==> config.mk <==
export PLATFORM = sky130hd
export DESIGN_NAME = sr_drive_ctrl
export DESIGN_NICKNAME = d
export VERILOG_FILES = /design/src/rtl/sr_drive_pkg.sv /design/src/rtl/sr_debounce.sv /design/src/rtl/sr_drive_ctrl.sv
export SDC_FILE = /design/constraint.sdc
export NUM_CORES = 1
export LEC_CHECK = 0
export CORE_UTILIZATION = 37
export CTS_CLUSTER_DIAMETER = 200
export CTS_CLUSTER_SIZE = 30
export DETAILED_ROUTE_END_ITERATION = 8
export PLACE_DENSITY = 0.61
export SYNTH_ARGS = -nofsm -noshare
export SYNTH_HDL_FRONTEND = slang
export SYNTH_SLANG_ARGS = --single-unit
==> constraint.sdc <==
create_clock -name clk -period 1.9 [get_ports clk]
set_input_delay 0.475 -clock clk [delete_from_list [all_inputs] [get_ports clk]]
set_output_delay 0.475 -clock clk [all_outputs]
set_load 0.02 [all_outputs]
==> src/rtl/sr_drive_pkg.sv <==
// Shared types and parameter defaults for the SR latch drive controller.
package sr_drive_pkg;

   // Controller states: idle, drive set, drive reset, dead time after a pulse
   typedef enum logic [1:0] {
      IDLE    = 2'd0,
      PULSE_S = 2'd1,
      PULSE_R = 2'd2,
      HOLD    = 2'd3
   } sr_state_e;

   localparam int DEB_CYC_DEF  = 4;
   localparam int PULSE_W_DEF  = 2;
   localparam int HOLD_CYC_DEF = 2;

   // Counter widths sized for the legal parameter ranges (DEB_CYC <= 255, others <= 15)
   localparam int DEB_CNT_W = 8;
   localparam int PH_CNT_W  = 4;

endpackage

==> src/rtl/sr_debounce.sv <==
// Two-flop synchronizer followed by a consecutive-sample debouncer for one raw input.
module sr_debounce
   import sr_drive_pkg::*;
#(
   parameter int DEB_CYC = DEB_CYC_DEF
) (
   input  logic clk,
   input  logic rst_n,
   input  logic raw_i,
   output logic level_o
);

   localparam logic [DEB_CNT_W-1:0] CNT_LAST = DEB_CNT_W'(DEB_CYC - 1);

   logic                 sync1_q;
   logic                 sync2_q;
   logic                 level_q;
   logic                 level_d;
   logic [DEB_CNT_W-1:0] cnt_q;
   logic [DEB_CNT_W-1:0] cnt_d;

   // Bring the raw asynchronous input into the clk domain
   always_ff @(posedge clk or negedge rst_n) begin
      if (!rst_n) begin
         sync1_q <= 1'b0;
         sync2_q <= 1'b0;
      end else begin
         sync1_q <= raw_i;
         sync2_q <= sync1_q;
      end
   end

   // Count consecutive samples that disagree with the accepted level; any agreeing sample restarts the count
   always_comb begin
      level_d = level_q;
      cnt_d   = '0;
      if (sync2_q != level_q) begin
         if (cnt_q == CNT_LAST) begin
            level_d = sync2_q;
         end else begin
            cnt_d = cnt_q + 1'b1;
         end
      end
   end

   // Hold the debounced level and its qualification counter
   always_ff @(posedge clk or negedge rst_n) begin
      if (!rst_n) begin
         level_q <= 1'b0;
         cnt_q   <= '0;
      end else begin
         level_q <= level_d;
         cnt_q   <= cnt_d;
      end
   end

   assign level_o = level_q;

endmodule

==> src/rtl/sr_drive_ctrl.sv <==
// SR latch drive controller: debounces set/reset requests and issues fixed-width,
// mutually exclusive set/reset pulses with a dead time between them.
// Optional feature macro: SR_DRIVE_CTRL_CONFLICT_EN adds a sticky 'conflict' output.
module sr_drive_ctrl
   import sr_drive_pkg::*;
#(
   parameter int DEB_CYC  = DEB_CYC_DEF,
   parameter int PULSE_W  = PULSE_W_DEF,
   parameter int HOLD_CYC = HOLD_CYC_DEF
) (
   input  logic clk,
   input  logic rst_n,
   input  logic set_req,
   input  logic rst_req,
   output logic s,
   output logic r,
   output logic s_n,
   output logic r_n,
   output logic q_exp,
   output logic busy
`ifdef SR_DRIVE_CTRL_CONFLICT_EN
   ,
   output logic conflict
`endif
);

   localparam logic [PH_CNT_W-1:0] PW_LAST   = PH_CNT_W'(PULSE_W - 1);
   localparam logic [PH_CNT_W-1:0] HOLD_LAST = PH_CNT_W'((HOLD_CYC == 0) ? 0 : HOLD_CYC - 1);

   // Index 0 is the set path, index 1 the reset path
   logic [1:0] raw_w;
   logic [1:0] level_w;
   logic [1:0] level_dly_q;
   logic [1:0] ev_q;

   sr_state_e             state_q;
   logic [PH_CNT_W-1:0]   cnt_q;
   logic                  pend_s_q;
   logic                  pend_r_q;
   logic                  s_q;
   logic                  r_q;
   logic                  s_n_q;
   logic                  r_n_q;
   logic                  q_exp_q;
   logic                  busy_q;

   assign raw_w = {rst_req, set_req};

   genvar gi;
   generate
      for (gi = 0; gi < 2; gi++) begin : g_deb
         sr_debounce #(
            .DEB_CYC (DEB_CYC)
         ) u_deb (
            .clk     (clk),
            .rst_n   (rst_n),
            .raw_i   (raw_w[gi]),
            .level_o (level_w[gi])
         );
      end
   endgenerate

   // Registered one-cycle event on each rising debounced level (falling edges are ignored)
   always_ff @(posedge clk or negedge rst_n) begin
      if (!rst_n) begin
         level_dly_q <= 2'b00;
         ev_q        <= 2'b00;
      end else begin
         level_dly_q <= level_w;
         ev_q        <= level_w & ~level_dly_q;
      end
   end

   // Pulse sequencer; requests seen while busy are parked (one per input) and served from IDLE on the next edge
   always_ff @(posedge clk or negedge rst_n) begin
      if (!rst_n) begin
         state_q  <= IDLE;
         cnt_q    <= '0;
         pend_s_q <= 1'b0;
         pend_r_q <= 1'b0;
         s_q      <= 1'b0;
         r_q      <= 1'b0;
         s_n_q    <= 1'b1;
         r_n_q    <= 1'b1;
         q_exp_q  <= 1'b0;
         busy_q   <= 1'b0;
      end else begin
         if (state_q != IDLE) begin
            pend_s_q <= pend_s_q | ev_q[0];
            pend_r_q <= pend_r_q | ev_q[1];
         end
         case (state_q)
            IDLE: begin
               // Reset has priority; a competing set request is discarded
               if (ev_q[1] || pend_r_q) begin
                  state_q  <= PULSE_R;
                  r_q      <= 1'b1;
                  r_n_q    <= 1'b0;
                  busy_q   <= 1'b1;
                  cnt_q    <= '0;
                  pend_s_q <= 1'b0;
                  pend_r_q <= 1'b0;
               end else if (ev_q[0] || pend_s_q) begin
                  state_q  <= PULSE_S;
                  s_q      <= 1'b1;
                  s_n_q    <= 1'b0;
                  busy_q   <= 1'b1;
                  cnt_q    <= '0;
                  pend_s_q <= 1'b0;
                  pend_r_q <= 1'b0;
               end
            end
            PULSE_S, PULSE_R: begin
               if (cnt_q == PW_LAST) begin
                  s_q     <= 1'b0;
                  r_q     <= 1'b0;
                  s_n_q   <= 1'b1;
                  r_n_q   <= 1'b1;
                  q_exp_q <= (state_q == PULSE_S);
                  cnt_q   <= '0;
                  if (HOLD_CYC == 0) begin
                     state_q <= IDLE;
                     busy_q  <= 1'b0;
                  end else begin
                     state_q <= HOLD;
                  end
               end else begin
                  cnt_q <= cnt_q + 1'b1;
               end
            end
            HOLD: begin
               if (cnt_q == HOLD_LAST) begin
                  state_q <= IDLE;
                  busy_q  <= 1'b0;
                  cnt_q   <= '0;
               end else begin
                  cnt_q <= cnt_q + 1'b1;
               end
            end
            default: state_q <= IDLE;
         endcase
      end
   end

   assign s     = s_q;
   assign r     = r_q;
   assign s_n   = s_n_q;
   assign r_n   = r_n_q;
   assign q_exp = q_exp_q;
   assign busy  = busy_q;

`ifdef SR_DRIVE_CTRL_CONFLICT_EN
   logic conflict_q;

   // Sticky flag for any cycle where both debounced requests are high together
   always_ff @(posedge clk or negedge rst_n) begin
      if (!rst_n) begin
         conflict_q <= 1'b0;
      end else begin
         conflict_q <= conflict_q | (&level_w);
      end
   end

   assign conflict = conflict_q;
`else
   // Conflict tracking is not built in this configuration
`endif

endmodule

==> summary.md, run 1 <==
| Metric | Value |
|---|---|
| Starting DRC count in detailed routing | `30` |
| Port bufs | `9` |
| Initial Util | `39.8%` |
| Peak supply drop | `0.000603 V` |
| RSZ-0062 raised after global routing | `false` |
| Worst-Margin Slew | `roughly 0.4 ns` |
| Max Cap Viol | `0` |
| Post-synth ARST share | `100%` |
| Max Buffers Root-to-Sink | `2` |
| Vias in the first global route | `1259` |
| Filler cells | `430` |
| Clock Skews | `0.00936 ns` |
| Hpwl dp | `2030 um` |
| Remaining Overflow, GRT | `0` |
| Root Driver | `clkbuf_8` |
| Worst Hold Class | `input port to asynchronous set/reset pin` |
| Synth unique cells | `30` |
| Die Y | `71.6 um` |
| Final Setup Violations | `0` |
| WL/cell | `11.9 um` |
| Tmin final | `1.74 ns` |
| Core Footprint | `4500 um^2` |
| Top FF cell, synth | `dfrtp_1` |
| CP max stage cell | `clkdlybuf4s50_1` |
| Critical Path Fanout Max | `3` |
| GRT Util Overall | `13.5%` |
| Critical setup path kind | `flip-flop to primary output` |
| Worst skew pair latency | `0.29 ns` |
| Most common cell after layout, fill and taps aside | `dfrtp_1` |
| Initial antenna violation count | `0` |
| Sequential fraction of the synthesis area | `56.0%` |
| Fin crit share | `between 90% and 100%` |
| Die Footprint | `between 5000 and 6000 um^2` |
| Total clock buffers created by CTS | `5` |
| Ant diodes | `0` |
| Crit-path cells | `clkdlybuf4s50_1` |
| Status | `completed` |
| Cell count after placement | `226` |
| Mapped cell area | `1790 um^2` |
| Share of cells above drive strength 1 | `12.1%` |
| Final Power | `3.08 mW` |
| CP top delay family | `buffers and inverters` |
| FF-to-FF setup slack | `0.25 ns` |
| Row cnt | `24` |
| Pin count of the biggest net entering global routing | `33` |
| DRC | `0` |
| Global-route wire length before repair | `between 5000 and 6000 um` |
| Fmax achieved | `574 MHz` |
| Final Wtd Congestion | `0.815` |
| Synth Instances | `between 150 and 200` |
| Area of the multi-input gates | `between 700 and 800 um^2` |
| Detailed Routing Iterations Pass 1 | `4` |
| Clk slew on worst S/H paths | `0.08 ns` |
| Top Ports | `10` |
| Commonest non-fill, non-tap cells in the layout | `38 x dfrtp_1, 20 x nor2_1, 12 x nand3_1` |
| Chip Width | `71.6 um` |
| EDFF count, synth | `0` |
| Storage cell area | `1000 um^2` |
| FF+latch count, synth | `40` |
| Post-Synthesis Net Count | `176` |
| Leak | `0.971 nW` |
| Final-report max-slew violation count | `0` |
| Post-Route Utilization | `46.0%` |
| CP bufs+invs | `1` |
| Clk sinks | `40` |
| CTS H-Tree Depth | `2` |
| Worst setup EP type | `primary output` |
| Power per cell area | `about 1500 nW/um^2` |
| Slowest cell delay on critical path | `0.61 ns` |
| ANT nets after route | `0` |
| Synth warn | `0` |
| Fin cells | `234` |
| Final #Nets | `195` |
| Post-route setup TNS | `0 ns` |
| Final hold slack | `0.0320 ns` |
| Crit start category | `flip-flop` |
| Via density | `5.06` |
| P&R area growth vs syn | `15.6%` |
| Mean Syn Cell Area | `11.1 um^2` |
| Worst EP arrival | `~1.3 ns` |
| Max_slew headroom | `between 70% and 80%` |
| Req. time, crit path | `between 1 and 1.5 ns` |
| Hold Violations, Final | `0` |
| Via count | `around 1200` |
| Final wirelength | `approximately 2800 um` |
| CTS tree | `yes` |
-- cell type report --
class | instances | area share, %
Sequential cell | 40 | 48.5
Tap cell | 52 | 3.14
Clock buffer | 6 | 3.99
Inverter | 6 | 1.09
Timing Repair Buffer | 13 | 6.04
Multi-Input combinational cell | 115 | 36.8
Clock inverter | 2 | 0.483
-- synth_stat cells (all sizes together), types with 4 or more instances --
cell type / count / area, um^2
nor2: 20 / 75.1
xor2: 10 / 87.6
ha: 10 / 125
a21oi: 10 / 50.1
dfrtp: 38 / 951
o21ai: 8 / 40.0
nand2: 10 / 37.5
nand3: 12 / 60.1
and3: 6 / 37.5
xnor2: 4 / 35.0
inv: 6 / 22.5
-- state kept, by name, indices dropped and copies added, names as in the netlist --
name	count
g_deb.u_deb.cnt_q	16
cnt_q	4
ev_q	2
g_deb.u_deb.level_o	2
g_deb.u_deb.sync1_q	2
g_deb.u_deb.sync2_q	2
level_dly_q	2
state_q	2
busy	1
pend_r_q	1
pend_s_q	1
q_exp	1
r	1
r_n	1
s	1
s_n	1
-- timing repair --
action / 4_1_cts / 5_1_grt
setup endpoints to repair: 2 / 0
resized for setup: 2 / 0
hold buffers: 0 / 0
setup buffers: 0 / 0
-- power breakdown --
group / switching [mW] / internal (mW)
clock: 0.277 / 0.289
combinational: 0.637 / 0.527
sequential: 0.226 / 1.12
total: 1.14 / 1.94
-- routing by layer --
metal	GRT usage, %	vias up	share of wire [%]
met2	21.9	18	48
met5	0	-	0
met3	3.38	4	2.9
met1	16.6	573	47
met4	7.41	0	1.6
li1	-	590	-
-- metrics by stage --
step	worst slack (ns)	cell area (um^2)
final	0.158	2070
after global routing	0.0994	2070
after CTS	0.137	2070
after detailed placement	0.242	1980
after global placement	0.305	1980
after floorplan	0.254	1790
-- logic make-up after synthesis --
group	synth area share, %
AND/OR/NAND/NOR	18.4
multiplexers	3.56
adder cells (fa/ha/maj)	6.98
flip-flops	56.0
buffers and inverters	1.47
AO/OA/AOI/OAI	6.77
XOR/XNOR	6.84
-- final timing paths --
| path | endpoint | cells past startpoint | start |
|---|---|---|---|
| max in group asynchronous | r_n | 2 | rst_n |
| hold reg to reg | g_deb[1].u_deb.sync2_q | 0 | g_deb[1].u_deb.sync1_q |
| setup / recovery | s | 1 | s |
| hold / removal | q_exp | 1 | rst_n |
| min in group clk | g_deb[1].u_deb.sync2_q | 0 | g_deb[1].u_deb.sync1_q |
| setup reg to reg | cnt_q[0] | 6 | state_q[0] |
Note: power is estimated with default switching activity, not from simulation.
==> inputs of run 2 (changes only) <==
Settings changed: SYNTH_HIERARCHICAL set to 1.
==> run 2 against run 1 <==
Net effect:
- global-route usage rose by 0.34 points
- clock skew shrank 0.0016 ns
- sequential share of layout area decreased by 2.5 points
- sequential cell count stayed put
- critical path type unchanged
==> summary.md, run 2 <==
| Metric | Value |
|---|---|
| Initial Util | `39.1%` |
| Final #Nets | `200` |
| Worst Setup EP | `busy` |
| Leak | `about 0.95 nW` |
| Final-report max-slew violation count | `0` |
| Worst slack, placed | `0.270 ns` |
| Clock Skews | `0.00781 ns` |
| Die Y | `approximately 73 um` |
| Crit-path cells | `clkdlybuf4s50_1` |
| Chip Width | `approximately 73 um` |
| Cell taking the most area after synthesis | `dfrtp_1` |
| Ant diodes | `0` |
| Status | `completed` |
| Worst setup EP type | `primary output` |
| Mapped cell area | `1870 um^2` |
| Synth warn | `6` |
| Post-synth ARST share | `100%` |
| Post-synth top cells | `38 x dfrtp_1, 18 x nor2_1, 11 x a21oi_1, 11 x nand2_1` |
| Reg2reg end | `busy` |
| Post-CTS Setup Repair Bufs | `0` |
| Final wirelength | `3060 um` |
| Vias in the first global route | `1311` |
| Starting DRC count in detailed routing | `46` |
| CP top delay family | `buffers and inverters` |
| Power per cell area | `1510 nW/um^2` |
| Fmax achieved | `565 MHz` |
| Fin cells | `254` |
| Register with the most flip-flops | `g_deb.u_deb/cnt_q` |
| Remaining Overflow, GRT | `0` |
| CTS H-Tree Depth | `2` |
| R2R depth | `6` |
| Detailed Routing Iterations Pass 1 | `4` |
| Cell count after placement | `246` |
| Pin count of the biggest net entering global routing | `22` |
| Via count | `1244` |
| DRC | `0` |
| Top FF cell, synth | `dfrtp_1` |
| Initial antenna violation count | `0` |
| Synth top area cells | `dfrtp_1 51%, ha_1 6.7%, nor2_1 3.6%` |
| Final Wtd Congestion | `0.819` |
| Critical setup path kind | `flip-flop to primary output` |
| WL/cell | `between 10 and 15 um` |
| Die Footprint | `5340 um^2` |
| Req. time, crit path | `1.42 ns` |
| Top Ports | `10` |
| Reg2reg start | `state_q[1]` |
| Max Cap Viol | `0` |
| RSZ-0062 raised after global routing | `false` |
| Hpwl dp | `2270 um` |
| Post-route setup TNS | `0 ns` |
| GRT Util Overall | `13.8%` |
| Worst Hold Class | `input port to asynchronous set/reset pin` |
| Core Footprint | `4790 um^2` |
| Via density | `roughly 5` |
| Row cnt | `25` |
| EDFF count, synth | `0` |
| Critical Path Fanout Max | `3` |
| CTS Hold Bufs | `0` |
| Number of flip-flops in the largest register | `16` |
| Commonest non-fill, non-tap cells in the layout | `38 x dfrtp_1, 18 x nor2_1, 11 x a21oi_1, 11 x nand2_1` |
| Final worst slack | `0.131 ns` |
| FF-to-FF setup slack | `approximately 0.24 ns` |
| Total clock buffers created by CTS | `5` |
| Clk slew on worst S/H paths | `0.08 ns` |
| P&R area growth vs syn | `16.9%` |
| Worst skew pair latency | `0.29 ns` |
| ANT nets after route | `0` |
| Share of cells above drive strength 1 | `between 10% and 20%` |
| Area share of the largest cell type after synthesis | `between 50% and 60%` |
| Root Driver | `clkbuf_8` |
| Post-Route Utilization | `between 40% and 50%` |
| Regs by FF count | `g_deb.u_deb/cnt_q: 16 flops, cnt_q: 4 flops` |
| CP bufs+invs | `1` |
| Fin crit share | `93.1%` |
| Clk sinks | `40` |
| Worst-Margin Slew | `0.467 ns` |
| Post-Place Cell Area | `2060 um^2` |
| Worst EP arrival | `1.29 ns` |
| Crit start category | `flip-flop` |
| Post-Synthesis Net Count | `around 180` |
| Port bufs | `9` |
| Synth unique cells | `35` |
| CP max stage cell | `clkdlybuf4s50_1` |
| Most frequent cell after synthesis | `dfrtp_1` |
| Synth Instances | `169` |
| Most common cell after layout, fill and taps aside | `dfrtp_1` |
| Max Buffers Root-to-Sink | `2` |
| FF+latch count, synth | `40` |
| Max_slew headroom | `between 60 and 70%` |
| Final Setup Violations | `0` |
| Mean Syn Cell Area | `~11 um^2` |
| Global-route wire length before repair | `about 5600 um` |
| Sequential fraction of the synthesis area | `53.7%` |
| Worst Setup SP | `busy` |
| Cell area after layout | `2180 um^2` |
| Tmin final | `roughly 1.8 ns` |
| Peak supply drop | `0.000464 V` |
| Hold Violations, Final | `0` |
| Slowest cell delay on critical path | `0.61 ns` |
| Worst path depth | `1` |
| CTS tree | `yes` |
## run 2: logic make-up (layout without fill, tap and decap cells)
group,Yosys count,after routing,share of synthesized area [%]
AO/OA/AOI/OAI,36,36,12.3
XOR/XNOR,9,9,4.22
adder cells (fa/ha/maj),10,10,6.69
buffers and inverters,10,28,2.07
flip-flops,40,40,53.7
multiplexers,4,4,2.34
AND/OR/NAND/NOR,60,60,18.7
## run 2: layer usage
layer / up-vias / global-route usage (%) / part of all wire, %
met2: 19 / 24.2 / 52
met4: 0 / 6.32 / 1.2
met5: - / 0 / 0
li1: 618 / - / -
met1: 602 / 15.4 / 43
met3: 5 / 4.14 / 3.7
## run 2: worst min path at each step
stage,startpoint,endpoint,slack (ns),cells past startpoint
floorplan,rst_n,busy,0.18,0
global placement,g_deb[1].u_deb/sync1_q,g_deb[1].u_deb/sync2_q,0.33,0
detailed placement,g_deb[1].u_deb/sync1_q,g_deb[1].u_deb/sync2_q,0.34,0
CTS,rst_n,g_deb[1].u_deb/cnt_q[5],0.15,1
global route,rst_n,cnt_q[1],0.15,1
finish,rst_n,cnt_q[2],0.13,1
## run 2: report_power, final
| part | total [mW] | switching, mW | internal (mW) |
|---|---|---|---|
| clock network | 0.748 | 0.284 | 0.463 |
| logic | 1.18 | 0.644 | 0.533 |
| registers | 1.38 | 0.263 | 1.11 |
## run 2: layout make-up
type	instances	area (um^2)
Fill cell	454	2600
Sequential cell	40	1000
Multi-Input combinational cell	119	827
Timing Repair Buffer	11	110
Clock buffer	7	96.3
Tap cell	67	83.8
Inverter	9	33.8
Clock inverter	1	30.0
## run 2: timing repair
item / 4_1_cts / 5_1_grt
resized for setup: 2 / 0
endpoints found under the hold margin: 0 / 0
setup endpoints to repair: 2 / 0
## run 2: per-stage QoR
step	power (mW)	hold slack, ns
2_1_floorplan	2.23	0.179
3_5_place_dp	2.59	0.337
4_1_cts	3.34	0.146
6_report	3.30	0.128
5_1_grt	3.55	0.154
3_3_place_gp	2.52	0.333
